===== src/rtl/instr_encoder_pkg.sv =====
// Shared MIPS ISA constants for the program loader: mnemonic codes, opcodes, funct codes,
// instruction classes and loader FSM states.
package instr_encoder_pkg;

    typedef enum logic [1:0] {
        ST_IDLE  = 2'd0,
        ST_RUN   = 2'd1,
        ST_DRAIN = 2'd2
    } state_t;

    typedef enum logic [1:0] {
        CLS_R       = 2'd0,
        CLS_I       = 2'd1,
        CLS_J       = 2'd2,
        CLS_ILLEGAL = 2'd3
    } iclass_t;

    // Mnemonic codes: R-type 0..14, I-type 15..25, J-type 26..27, 28..31 illegal
    localparam logic [4:0] M_SLL   = 5'd0;
    localparam logic [4:0] M_SRL   = 5'd1;
    localparam logic [4:0] M_SRA   = 5'd2;
    localparam logic [4:0] M_SLLV  = 5'd3;
    localparam logic [4:0] M_SRLV  = 5'd4;
    localparam logic [4:0] M_SRAV  = 5'd5;
    localparam logic [4:0] M_JR    = 5'd6;
    localparam logic [4:0] M_ADD   = 5'd7;
    localparam logic [4:0] M_SUB   = 5'd8;
    localparam logic [4:0] M_AND   = 5'd9;
    localparam logic [4:0] M_OR    = 5'd10;
    localparam logic [4:0] M_XOR   = 5'd11;
    localparam logic [4:0] M_NOR   = 5'd12;
    localparam logic [4:0] M_SLT   = 5'd13;
    localparam logic [4:0] M_SLTU  = 5'd14;
    localparam logic [4:0] M_BEQ   = 5'd15;
    localparam logic [4:0] M_BNE   = 5'd16;
    localparam logic [4:0] M_ADDI  = 5'd17;
    localparam logic [4:0] M_SLTI  = 5'd18;
    localparam logic [4:0] M_SLTIU = 5'd19;
    localparam logic [4:0] M_ANDI  = 5'd20;
    localparam logic [4:0] M_ORI   = 5'd21;
    localparam logic [4:0] M_XORI  = 5'd22;
    localparam logic [4:0] M_LUI   = 5'd23;
    localparam logic [4:0] M_LW    = 5'd24;
    localparam logic [4:0] M_SW    = 5'd25;
    localparam logic [4:0] M_J     = 5'd26;
    localparam logic [4:0] M_JAL   = 5'd27;

    localparam logic [4:0] M_R_LAST = M_SLTU;
    localparam logic [4:0] M_I_LAST = M_SW;
    localparam logic [4:0] M_J_LAST = M_JAL;

    localparam logic [5:0] OP_RTYPE = 6'd0;
    localparam logic [5:0] OP_J     = 6'd2;
    localparam logic [5:0] OP_JAL   = 6'd3;
    localparam logic [5:0] OP_BEQ   = 6'd4;
    localparam logic [5:0] OP_BNE   = 6'd5;
    localparam logic [5:0] OP_ADDI  = 6'd8;
    localparam logic [5:0] OP_SLTI  = 6'd10;
    localparam logic [5:0] OP_SLTIU = 6'd11;
    localparam logic [5:0] OP_ANDI  = 6'd12;
    localparam logic [5:0] OP_ORI   = 6'd13;
    localparam logic [5:0] OP_XORI  = 6'd14;
    localparam logic [5:0] OP_LUI   = 6'd15;
    localparam logic [5:0] OP_LW    = 6'd35;
    localparam logic [5:0] OP_SW    = 6'd43;

    localparam logic [5:0] FN_SLL  = 6'd0;
    localparam logic [5:0] FN_SRL  = 6'd2;
    localparam logic [5:0] FN_SRA  = 6'd3;
    localparam logic [5:0] FN_SLLV = 6'd4;
    localparam logic [5:0] FN_SRLV = 6'd6;
    localparam logic [5:0] FN_SRAV = 6'd7;
    localparam logic [5:0] FN_JR   = 6'd8;
    localparam logic [5:0] FN_ADD  = 6'd32;
    localparam logic [5:0] FN_SUB  = 6'd34;
    localparam logic [5:0] FN_AND  = 6'd36;
    localparam logic [5:0] FN_OR   = 6'd37;
    localparam logic [5:0] FN_XOR  = 6'd38;
    localparam logic [5:0] FN_NOR  = 6'd39;
    localparam logic [5:0] FN_SLT  = 6'd42;
    localparam logic [5:0] FN_SLTU = 6'd43;

    function automatic iclass_t mnem_class(input logic [4:0] m);
        if (m <= M_R_LAST)
            return CLS_R;
        else if (m <= M_I_LAST)
            return CLS_I;
        else if (m <= M_J_LAST)
            return CLS_J;
        else
            return CLS_ILLEGAL;
    endfunction

    // Immediate-shift forms carry the amount in shamt and leave rs unused
    function automatic logic is_shift_imm(input logic [4:0] m);
        return (m == M_SLL) || (m == M_SRL) || (m == M_SRA);
    endfunction

endpackage


===== src/rtl/instr_encoder_pack.sv =====
// Combinational packer: symbolic mnemonic plus register/immediate fields to a 32-bit MIPS
// word, with unused fields forced to zero and an illegal flag for codes 28..31.
module instr_pack
    import instr_encoder_pkg::*;
(
    input  logic [4:0]  mnem,
    input  logic [4:0]  rs,
    input  logic [4:0]  rt,
    input  logic [4:0]  rd,
    input  logic [4:0]  shamt,
    input  logic [15:0] imm,
    input  logic [25:0] target,
    output logic [31:0] word,
    output logic        illegal
);

    logic [5:0] funct;
    logic [5:0] opcode;
    logic [4:0] rs_f;
    logic [4:0] rt_f;
    logic [4:0] rd_f;
    logic [4:0] shamt_f;

    always_comb begin
        funct = FN_SLL;
        case (mnem)
            M_SLL:   funct = FN_SLL;
            M_SRL:   funct = FN_SRL;
            M_SRA:   funct = FN_SRA;
            M_SLLV:  funct = FN_SLLV;
            M_SRLV:  funct = FN_SRLV;
            M_SRAV:  funct = FN_SRAV;
            M_JR:    funct = FN_JR;
            M_ADD:   funct = FN_ADD;
            M_SUB:   funct = FN_SUB;
            M_AND:   funct = FN_AND;
            M_OR:    funct = FN_OR;
            M_XOR:   funct = FN_XOR;
            M_NOR:   funct = FN_NOR;
            M_SLT:   funct = FN_SLT;
            M_SLTU:  funct = FN_SLTU;
            default: funct = FN_SLL;
        endcase
    end

    always_comb begin
        opcode = OP_RTYPE;
        case (mnem)
            M_BEQ:   opcode = OP_BEQ;
            M_BNE:   opcode = OP_BNE;
            M_ADDI:  opcode = OP_ADDI;
            M_SLTI:  opcode = OP_SLTI;
            M_SLTIU: opcode = OP_SLTIU;
            M_ANDI:  opcode = OP_ANDI;
            M_ORI:   opcode = OP_ORI;
            M_XORI:  opcode = OP_XORI;
            M_LUI:   opcode = OP_LUI;
            M_LW:    opcode = OP_LW;
            M_SW:    opcode = OP_SW;
            M_J:     opcode = OP_J;
            M_JAL:   opcode = OP_JAL;
            default: opcode = OP_RTYPE;
        endcase
    end

    // jr only names rs; immediate shifts and lui have no rs source
    always_comb begin
        rs_f    = (is_shift_imm(mnem) || mnem == M_LUI) ? 5'd0 : rs;
        rt_f    = (mnem == M_JR) ? 5'd0 : rt;
        rd_f    = (mnem == M_JR) ? 5'd0 : rd;
        shamt_f = is_shift_imm(mnem) ? shamt : 5'd0;
    end

    always_comb begin
        word    = '0;
        illegal = 1'b0;
        case (mnem_class(mnem))
            CLS_R:   word = {OP_RTYPE, rs_f, rt_f, rd_f, shamt_f, funct};
            CLS_I:   word = {opcode, rs_f, rt, imm};
            CLS_J:   word = {opcode, target};
            default: illegal = 1'b1;
        endcase
    end

endmodule


===== src/rtl/instr_encoder.sv =====
// Program loader in front of instruction memory: encodes a stream of symbolic instructions
// and writes them to consecutive word addresses through a single registered output slot.
module instr_encoder
    import instr_encoder_pkg::*;
#(
    parameter int ADDR_W = 32
) (
    input  logic              clk,
    input  logic              rst_n,
    input  logic              start,
    input  logic [ADDR_W-1:0] base_addr,
    input  logic              in_valid,
    output logic              in_ready,
    input  logic              in_last,
    input  logic [4:0]        mnem,
    input  logic [4:0]        rs,
    input  logic [4:0]        rt,
    input  logic [4:0]        rd,
    input  logic [4:0]        shamt,
    input  logic [15:0]       imm,
    input  logic [25:0]       target,
    output logic              imem_we,
    input  logic              imem_ready,
    output logic [ADDR_W-1:0] imem_addr,
    output logic [31:0]       imem_wdata,
    output logic              done,
    output logic              err,
    output logic              busy
);

    state_t      state;
    logic [31:0] word;
    logic        illegal;
    logic        accept;
    logic        write_done;

    instr_pack u_pack (
        .mnem    (mnem),
        .rs      (rs),
        .rt      (rt),
        .rd      (rd),
        .shamt   (shamt),
        .imm     (imm),
        .target  (target),
        .word    (word),
        .illegal (illegal)
    );

    // The slot can take a new word whenever it is empty or is being emptied this cycle
    assign in_ready   = (state == ST_RUN) && (!imem_we || imem_ready);
    assign accept     = in_valid && in_ready;
    assign write_done = imem_we && imem_ready;
    assign busy       = (state != ST_IDLE);

    always_ff @(posedge clk or negedge rst_n) begin
        if (!rst_n) begin
            state      <= ST_IDLE;
            imem_we    <= 1'b0;
            imem_addr  <= '0;
            imem_wdata <= '0;
            done       <= 1'b0;
            err        <= 1'b0;
        end else begin
            done <= 1'b0;
            if (write_done) begin
                imem_we   <= 1'b0;
                imem_addr <= imem_addr + ADDR_W'(4);
            end
            case (state)
                ST_IDLE: begin
                    if (start) begin
                        state     <= ST_RUN;
                        imem_addr <= base_addr & ~ADDR_W'(3);
                        err       <= 1'b0;
                    end
                end
                ST_RUN: begin
                    if (accept) begin
                        if (illegal) begin
                            err <= 1'b1;
                        end else begin
                            imem_we    <= 1'b1;
                            imem_wdata <= word;
                        end
                        if (in_last)
                            state <= ST_DRAIN;
                    end
                end
                ST_DRAIN: begin
                    if (!imem_we || write_done) begin
                        state <= ST_IDLE;
                        done  <= 1'b1;
                    end
                end
                default: state <= ST_IDLE;
            endcase
        end
    end

endmodule


===== config.mk =====
export PLATFORM = sky130hd
export DESIGN_NAME = instr_encoder
export DESIGN_NICKNAME = d
export VERILOG_FILES = /design/src/rtl/instr_encoder_pkg.sv /design/src/rtl/instr_encoder_pack.sv /design/src/rtl/instr_encoder.sv
export SDC_FILE = /design/constraint.sdc
export NUM_CORES = 1
export LEC_CHECK = 0
export ABC_AREA = 1
export CAP_MARGIN = 20
export CORE_MARGIN = 2
export CORE_UTILIZATION = 43
export CTS_CLUSTER_DIAMETER = 120
export CTS_CLUSTER_SIZE = 28
export DETAILED_ROUTE_END_ITERATION = 7
export PLACE_DENSITY = 0.92
export SLEW_MARGIN = 5
export SYNTH_ARGS = -nofsm -noshare
export SYNTH_HDL_FRONTEND = slang
export SYNTH_SLANG_ARGS = --single-unit

===== constraint.sdc =====
create_clock -name clk -period 2 [get_ports clk]
set_input_delay 0.3 -clock clk [delete_from_list [all_inputs] [get_ports clk]]
set_output_delay 0.3 -clock clk [all_outputs]
set_load 0.05 [all_outputs]

==> flow_summary.toml <==
[outcome]
status = "finished, final reports clean"

[critical_path]
cp_slowest_cell = "clkdlybuf4s50_1"
crit_buf_inv = 1
critical_path.endpoint_type = "output pin"
worstSetupStartpointType = "flip-flop"
crit_path_max_incr_delay_ns = 0.84
path_class = "flip-flop to output pin"
r2r-start = "imem_addr[16]$_DFF_PN0_"
worst_ep_arrival_time_ns = 1.64
worstPathMaxFanout = 5
cp_top_family = "buffers and inverters"
cp.depth = 1
rrSetupSlack_ns = 0.34
reg2regPathDepth = 9
rr_endpoint = "imem_addr[21]$_DFF_PN0_"
path_cells = "clkdlybuf4s50_1"
cp_data_required_time_ns = 1.70

[floorplan]
rows = 35
die_area_um2 = 10500
die_w_um = 102
coreArea_um2 = 9280
initial_core_util_pct = 44.7
die_h_um = 102
io_pins = 174

[logic_synthesis]
synth_edf_count = 0
yosysTopAreaCell = "dfrtp_1"
ys.flop_type = "dfrtp_1"
yosys_warnings = 0
synth_cells = 622
async_flop_share_pct = 100
seq_area_frac_synth_pct = 39.8
netlist.area_leader.share_pct = 39.8
avgSynthCellArea_um2 = 6.67
synthTopCellsByCount = "nand2_1, dfrtp_1, inv_1, nor2_1, nand3_1"
synth_area_um2 = 4150
synth_area_leaders = "dfrtp_1, nand2_1, nand3_1"
yosys.cell_count.top_type = "nand2_1"
synth_cell_types = 31
yosys_register_bits = 66

[sta]
finClkSkew_ns = 0.0102
maxSlewViolCount = 0
finalCritPeriodShare_pct = 97.1
fin_tns_setup_ns = 0
slew_headroom_pct = 63.7
hold_viol = 0
tightest_slew_ns = 0.542
finalCriticalPeriod_ns = 1.94
postLayoutSetupSlackWorst_ns = 0.0586
whs_ns = 0.480
setup_viol = 0
rsz0062_at_grt = "true"
fmax_mhz = 515

[drt]
ant_nets = 0
vias = 4781
drc = 0
totalWireLength_um = 12600
drtIter0Drc = 204
wire_per_inst_um = 13.1
via_per_inst = 4.97
first_pass_iters = 5

[hold_path]
hold_path_depth = 2
hold_path_class = "flip-flop to flip-flop"
worst_hold_path.endpoint = "imem_wdata[3]$_DFFE_PN0P_"
holdCritStartpoint = "imem_wdata[3]$_DFFE_PN0P_"

[layout]
n_antenna_cell = 0
fin_area_um2 = 6480
drive_above_1_share_pct = 9.48
final_nets = 941
area_growth_pct = 56.3
final_cells = 962

[job]
drv_cap = 0

[placed_design]
hpwl_um = 9690
post_dp_cell_area_um2 = 6260
gp_congestion = 0.924
place_ws_ns = -0.280
portBuffers = 168
post-place-cells = 945

[grt]
overflow = 0
grt_pass1_wl_um = 20600
grt_pass1_vias = 4607
antenna_found_initial = 0
grt_use_total_pct = 24.9
grt_max_degree = 67

[clock_network]
clk_path_buf_depth = 2
cts_made_buffers = 9
cts.sinks = 66
postCtsSetupBuffers = 0
root_buffer = "clkbuf_8"
cts_tree = "built"
cts.clk_slew.worst_paths_ns = 0.07
clk_latency_ns = 0.34
h-tree-depth = 3

[power_and_ir_drop]
ir_drop_v = 0.000840
p_leak_uw = 0.00318
powerDensity_nw_per_um2 = 1470
==> how the worst max path moves through the flow <==
stage / startpoint / end / slack, ns
2_1_floorplan: imem_addr[3]$_DFF_PN0_ / imem_addr[26]$_DFF_PN0_ / 0.12
4_1_cts: imem_addr[16]$_DFF_PN0_ / imem_addr[16] / 0.02
5_1_grt: mnem[1] / imem_wdata[7]$_DFFE_PN0P_ / -0.02
3_5_place_dp: mnem[0] / imem_wdata[23]$_DFFE_PN0P_ / -0.28
6_report: imem_addr[13]$_DFF_PN0_ / imem_addr[13] / 0.06
3_3_place_gp: mnem[0] / imem_wdata[23]$_DFFE_PN0P_ / -0.25
==> registers in the layout, indices dropped and copies added, names as in the netlist <==
name        flops
imem_addr      30
err             1
done            1
imem_wdata     31
imem_we         1
state           2
==> power breakdown <==
group          leakage (µW)  switching [µW]  total [µW]  internal [µW]
Combinational       0.00230            3870        5900           2030
Clock             0.0000879             528        1080            553
Sequential         0.000799             611        2570           1960
==> repair_timing <==
action | CTS | global route
endpoints found under the hold margin | 66 | 0
gates resized for setup | 1 | 11
pin swaps | 0 | 0
hold buffers | 1 | 0
setup endpoints to repair | 1 | 30
==> metal layers <==
| layer | routed length, µm | track usage, % | vias to the layer above |
|---|---|---|---|
| met1 | 4870 | 29.6 | 2138 |
| met5 | 0 | 0 | - |
| met2 | 6190 | 44.1 | 246 |
| met3 | 1180 | 4.72 | 34 |
| met4 | 344 | 10.5 | 0 |
| li1 | - | - | 2363 |
==> cell usage in the layout, fill, tap and decap left out <==
cell,Yosys,layout
conb_1,1,3
xnor2_1,5,5
ha_1,8,8
nand3_1,56,56
clkinv_1,1,1
buf_2,4,1
o21a_1,2,2
inv_1,62,62
buf_12,0,5
o21bai_1,3,3
o22ai_1,2,2
nand4_1,10,10
a21oi_1,22,22
o211ai_1,2,2
clkbuf_8,0,12
o32ai_1,1,1
o21ai_1,1,4
clkdlybuf4s50_1,0,160
dlygate4sd2_1,0,1
dlymetal6s2s_1,0,4
inv_2,5,5
o21ai_2,1,1
nor2_1,58,56
dfrtp_1,66,66
clkbuf_1,5,1
a31oi_1,2,2
nor2_4,1,3
and2_4,0,1
clkinvlp_4,0,3
nand2_2,1,1
nor3_1,2,2
nor2_2,6,6
xor2_1,5,5
dlygate4sd3_1,0,1
o21ai_0,29,26
buf_6,2,1
nand2_1,249,249
buf_4,9,40
==> final cells by class <==
cell class	instances	area (µm²)
flip-flops and latches	66	1650
fillers	758	2800
clock buffers	13	169
well taps	129	161
multi-input cells	470	2140
clock inverters	3	22.5
inverters	68	255
repair buffers	213	2090
==> stage by stage <==
stage / total power (µW) / util, %
after detailed placement: 8500 / 67.4
final: 9550 / 69.9
after floorplan: 6310 / -
after global routing: 10100 / 69.9
after global placement: 8370 / 67.4
after CTS: 9600 / 69.6
==> logic make-up after synthesis <==
| group | count (synthesis) | share of synthesized area [%] |
|---|---|---|
| adders and majority gates | 8 | 2.41 |
| other | 1 | 0.0904 |
| DFF | 66 | 39.8 |
| AOI/OAI and AO/OA | 65 | 8.56 |
| buffers and inverters | 88 | 9.26 |
| and+or+nand+nor | 384 | 37.8 |
| xor gates and xnor gates | 10 | 2.11 |
(Power assumes the default switching activity.)
==> RTL change 1 (same flow settings) <==
Register the input `target` before use, without a reset. The logic sees it one clock later. The other inputs are not delayed to match.
--- a/src/rtl/instr_encoder.sv
+++ b/src/rtl/instr_encoder.sv
@@ -29,4 +29,10 @@
 );
 
+    logic [25:0] target_q;
+
+    always_ff @(posedge clk) begin
+        target_q <= target;
+    end
+
     state_t      state;
     logic [31:0] word;
@@ -42,5 +48,5 @@
         .shamt   (shamt),
         .imm     (imm),
-        .target  (target),
+        .target  (target_q),
         .word    (word),
         .illegal (illegal)
Behaviour: not the same (a bounded check fails within 4 cycles, from zero or initial values and one cycle with rst_n low).
==> RTL change 1 against the original RTL <==
- count of clock-buffer cells in the layout decreased by 4
- total power rose by 5.8%
- routed wire length is 12% higher
- worst setup slack got worse by 0.0011 ns
- sequential cell count rose by 26
- design area up 8.7%
- synthesized area grew 12%
- first-iteration DRC count up 15%
- utilization shrank 3.9 points
==> RTL change 1: results (changes against the original RTL) <==
| Metric | Value |
|---|---|
| Status | finished, final reports clean |
| Clock Path Buffers | 2 (unchanged) |
| Distinct cells, synth | 40 (+29%) |
| Post-CTS Setup Bufs | 0 (unchanged) |
| Layout cells sized above 1 | 0.108 (+0.0129) |
| VDD IR-drop max | 988 uV (+18%) |
| DR vias/cell | 5.08 (+2.2%) |
| Num CTS Buffers | 9 (unchanged) |
| Routed wire length | 14.1 mm (+12%) |
| WP buf/inv | 1 (unchanged) |
| Dpl hpwl | 10.9 mm (+13%) |
| # nets final | 925 (-1.7%) |
| CP delay by family, top | buffers and inverters |
| Placed instance count | 940 (-0.53%) |
| Post-synth top cells | nand2_1 (191), dfrtp_1 (66), nor2_1 (62) |
| Ant. Diodes | 0 (unchanged) |
| Top cells by area, synth | dfrtp_1 (35%), nand2_1 (15%), dfxtp_1 (11%), nand3_1 (6.2%), nor2_1 (5.0%) |
| 1st-pass router iterations | 5 (unchanged) |
| Routability cong. | 0.947 (+2.5%) |
| Cell Area, Placed | 6830 um2 (+9.1%) |
| Avg Cell Area, Syn | 7.71 um2 (+16%) |
| GRT Total Usage | 0.249 (about the same) |
| Worst-path cell with the longest stage delay | clkdlybuf4s50_1 |
| Root buffer cell | clkbuf_8 |
| Later-pin clock latency in the skew report | 0.36 ns (+0.02 ns) |
| Worst Skew | 0.00909 ns (-0.00109 ns) |
| Max Fanout on Critical Path | 6 (+1) |
| Clock Pin Slew Worst Setup and Hold Paths | 0.11 ns (+0.04 ns) |
| Synthesis Warnings | 0 (unchanged) |
| First-pass GRT wire length | 22.7 mm (+10%) |
| Vias in the first global route | 4960 (+7.7%) |
| CP peak stage delay | 0.86 ns (+0.02 ns) |
| Top reg by flops | imem_wdata |
| 1st-iter DRT viols | 234 (+15%) |
| Asr flop ratio synth | 0.717 (-0.283) |
| Arrival time at the worst endpoint | 1.64 ns (about the same) |
| Min-delay worst type | in2reg |
| Top Registers | imem_wdata x31, imem_addr x30, target_q x26 |
| Max cap viols | 0 (unchanged) |
| Port-buffer cells | 168 (unchanged) |
| Finished Layout Cells | 957 (-0.52%) |
| Pin count of the biggest net entering global routing | 67 (unchanged) |
| H-tree Lvls | 3 (unchanged) |
| DP Worst Slack | -0.180 ns (+0.100 ns) |
| Worst-margin pin slew | 0.548 ns (+0.00573 ns) |
| Initial antenna violation count | 0 (unchanged) |
| Sequential fraction of the synthesis area | 0.466 (+0.0678) |
| Internal Power | 0.00498 W (+9.7%) |
| Leakage | 3.32 nW (+4.4%) |
RTL change 1: changes by cell type after synthesis, sizes merged, moves of 5 or more:
cell,delta
inv,-15
a21oi,+5
dfxtp,+26
o21ai,-7
a31oi,+7
o2111ai,+5
nand2,-55
nor3,+5
buf,+6
RTL change 1: per-layer routing:
layer	global-route usage	vias to the layer above	part of all wire
met5	0	-	0
met3	0.0651	46	0.091
li1	-	2358	-
met4	0.140	0	0.040
met2	0.431	247	0.49
met1	0.279	2212	0.37
RTL change 1: layout make-up:
cell class / instances / area (um2)
multi-input cells: 439 / 2140
inverters: 53 / 201
clock inverters: 7 / 65.1
flip-flops and latches: 92 / 2170
clock buffers: 9 / 124
repair buffers: 217 / 2170
well taps: 140 / 175
fillers: 863 / 3650
RTL change 1: through the flow:
| stage | utilization | hold WS, ns |
|---|---|---|
| after global routing | 0.659 | 0.347 |
| final | 0.659 | 0.369 |
| after detailed placement | 0.639 | 0.352 |
| after floorplan | - | 0.00441 |
| after CTS | 0.657 | 0.349 |
| after global placement | 0.639 | 0.349 |
RTL change 1: worst paths after layout:
check / from / end / slack, ns / cells past startpoint
max in group asynchronous: rst_n / done$_DFF_PN0_ / 1.22 / 3
min in group asynchronous: rst_n / imem_addr[23]$_DFF_PN0_ / 0.49 / 3
setup reg to reg: imem_addr[3]$_DFF_PN0_ / imem_addr[24]$_DFF_PN0_ / 0.35 / 10
hold / removal: target[17] / target_q[17]$_DFF_P_ / 0.37 / 1
hold reg to reg: target_q[21]$_DFF_P_ / imem_wdata[21]$_DFFE_PN0P_ / 0.47 / 2
setup / recovery: imem_addr[24]$_DFF_PN0_ / imem_addr[24] / 0.06 / 1
RTL change 1: kinds of logic (layout without fill, tap and decap cells):
| group | Yosys count | count (layout) | share of synthesized area |
|---|---|---|---|
| adder cells (fa/ha/maj) | 8 | 8 | 0.0215 |
| AND/OR/NAND/NOR | 338 | 338 | 0.311 |
| other | 1 | 3 | 0.000804 |
| XOR/XNOR | 16 | 16 | 0.0301 |
| buffers and inverters | 76 | 286 | 0.0773 |
| AO/OA/AOI/OAI | 74 | 74 | 0.0937 |
| flip-flops | 92 | 92 | 0.466 |
RTL change 1: power groups by stage:
stage | Clock (W) | Sequential [W] | Combinational (W)
2_1_floorplan | 0 | 0.00509 | 0.00166
3_3_place_gp | 0 | 0.00312 | 0.00567
3_5_place_dp | 0 | 0.00315 | 0.00579
6_report | 0.00123 | 0.00312 | 0.00577
4_1_cts | 0.00127 | 0.00311 | 0.00579
5_1_grt | 0.00134 | 0.00320 | 0.00616
RTL change 1: what timing repair did:
| item | CTS | global route |
|---|---|---|
| pin swaps | 0 | 0 |
| setup endpoints to repair | 2 | 9 |
| gates cloned | 0 | 0 |
| gates resized for setup | 2 | 9 |
| hold buffers | 1 | 0 |
| hold endpoints to repair | 66 | 0 |
==> RTL change 2 (same flow settings) <==
Without the edit above. Change the parameter `ADDR_W` from 32 to 28.
--- a/src/rtl/instr_encoder.sv
+++ b/src/rtl/instr_encoder.sv
@@ -4,5 +4,5 @@
     import instr_encoder_pkg::*;
 #(
-    parameter int ADDR_W = 32
+    parameter int ADDR_W = 28
 ) (
     input  logic              clk,
Ports: changed (resized base_addr and imem_addr); port bits go from 174 to 166. The function was not compared with the original's and may differ.
==> RTL change 2 against the original RTL <==
- maximum frequency is 0.70% higher
- sequential cell count fell by 4
- utilization increased by 0.58 points
- routed wire length grew 2.1%
- total power is 7.8% lower
- synthesized area decreased by 8.1%
- worst setup slack gained 0.014 ns
- clock skew increased by 0.0018 ns
- via count down 4.2%
- non-clock buffer count rose by 3
- design area is 5.7% lower
- largest cell class is now buffers
- highest routed layer unchanged
==> RTL change 2: results (changes against the original RTL) <==
| Metric | Value |
|---|---|
| Port-buffer cells | 160 (-4.8%) |
| Fmax | 0.519 GHz (+0.70%) |
| Placed instance count | 849 (-10%) |
| Leakage | 2.94 nW (-7.6%) |
| Distinct cells, synth | 35 (+13%) |
| Grt met3 use | 0.0616 (+0.0144) |
| Sequential fraction of the synthesis area | 0.407 (+0.00902) |
| WL met2 | 6.46 mm (+4.5%) |
| Worst Skew | 0.0120 ns (+0.00180 ns) |
| First-pass GRT wire length | 20.8 mm (+0.97%) |
| Reg2reg start | state[1]$_DFFE_PN0P_ |
| 1st-iter DRT viols | 159 (-22%) |
| DP Worst Slack | -0.275 ns (+0.00521 ns) |
| Area fraction in compound gates after synthesis | 0.100 (+0.0148) |
| Sw Ratio | 0.514 (-0.0105) |
| GRT Total Usage | 0.265 (+0.0161) |
| Post-synth top cells | nand2_1 (182), dfrtp_1 (62), nand3_1 (61) |
| DR WL/cell | 14.9 um (+14%) |
| Top Registers | imem_wdata x31, imem_addr x26, state x2 |
| Met2 global-route usage | 0.482 (+0.0413) |
| Syn Inst Count | 545 (-12%) |
| Post-Synth Adder-Cell Area | 0.0263 (+0.00214) |
| Vias in the first global route | 4560 (-1.0%) |
| Layout cells sized above 1 | 0.110 (+0.0148) |
| WL met1 | 4.83 mm (-0.94%) |
| XOR/XNOR share of the synthesized area | 0.0299 (+0.00877) |
| Met1 Resource Use GR | 0.299 (+0.00299) |
| Status | finished, final reports clean |
| WHS Endpoint | imem_wdata[10]$_DFFE_PN0P_ |
| Cell Area, Placed | 5900 um2 (-5.7%) |
| CP Capture Point | imem_addr[22] |
| VDD IR-drop max | 668 uV (-21%) |
| Pin count of the biggest net entering global routing | 63 (-6.0%) |
| Final hold slack | 0.486 ns (+0.00636 ns) |
## RTL change 2: cell type report
class | count | area, um2
fill | 660 | 2570
timing repair buffer | 216 | 2090
multi-input combinational | 412 | 1950
sequential | 62 | 1550
inverter | 52 | 195
clock buffer | 11 | 141
tap | 108 | 135
clock inverter | 4 | 47.5
## RTL change 2: power groups by stage
stage          logic (W)  registers (W)  clock network (W)
2_1_floorplan    0.00144        0.00419                  0
3_3_place_gp     0.00517        0.00235                  0
3_5_place_dp     0.00531        0.00238                  0
4_1_cts          0.00533        0.00237            0.00113
5_1_grt          0.00562        0.00245            0.00117
6_report         0.00532        0.00238            0.00111
## RTL change 2: cells by family after synthesis
kind of cell	Yosys count
flip-flops	62
AND/OR/NAND/NOR	321
adder cells (fa/ha/maj)	8
buffers and inverters	73
other	1
XOR/XNOR	13
AO/OA/AOI/OAI	67
## RTL change 2: timing repair
item	4_1_cts	5_1_grt
endpoints found under the hold margin	60	0
gates resized for setup	0	7
setup buffers	0	0
endpoints found under the setup margin	0	10
hold buffers	1	0
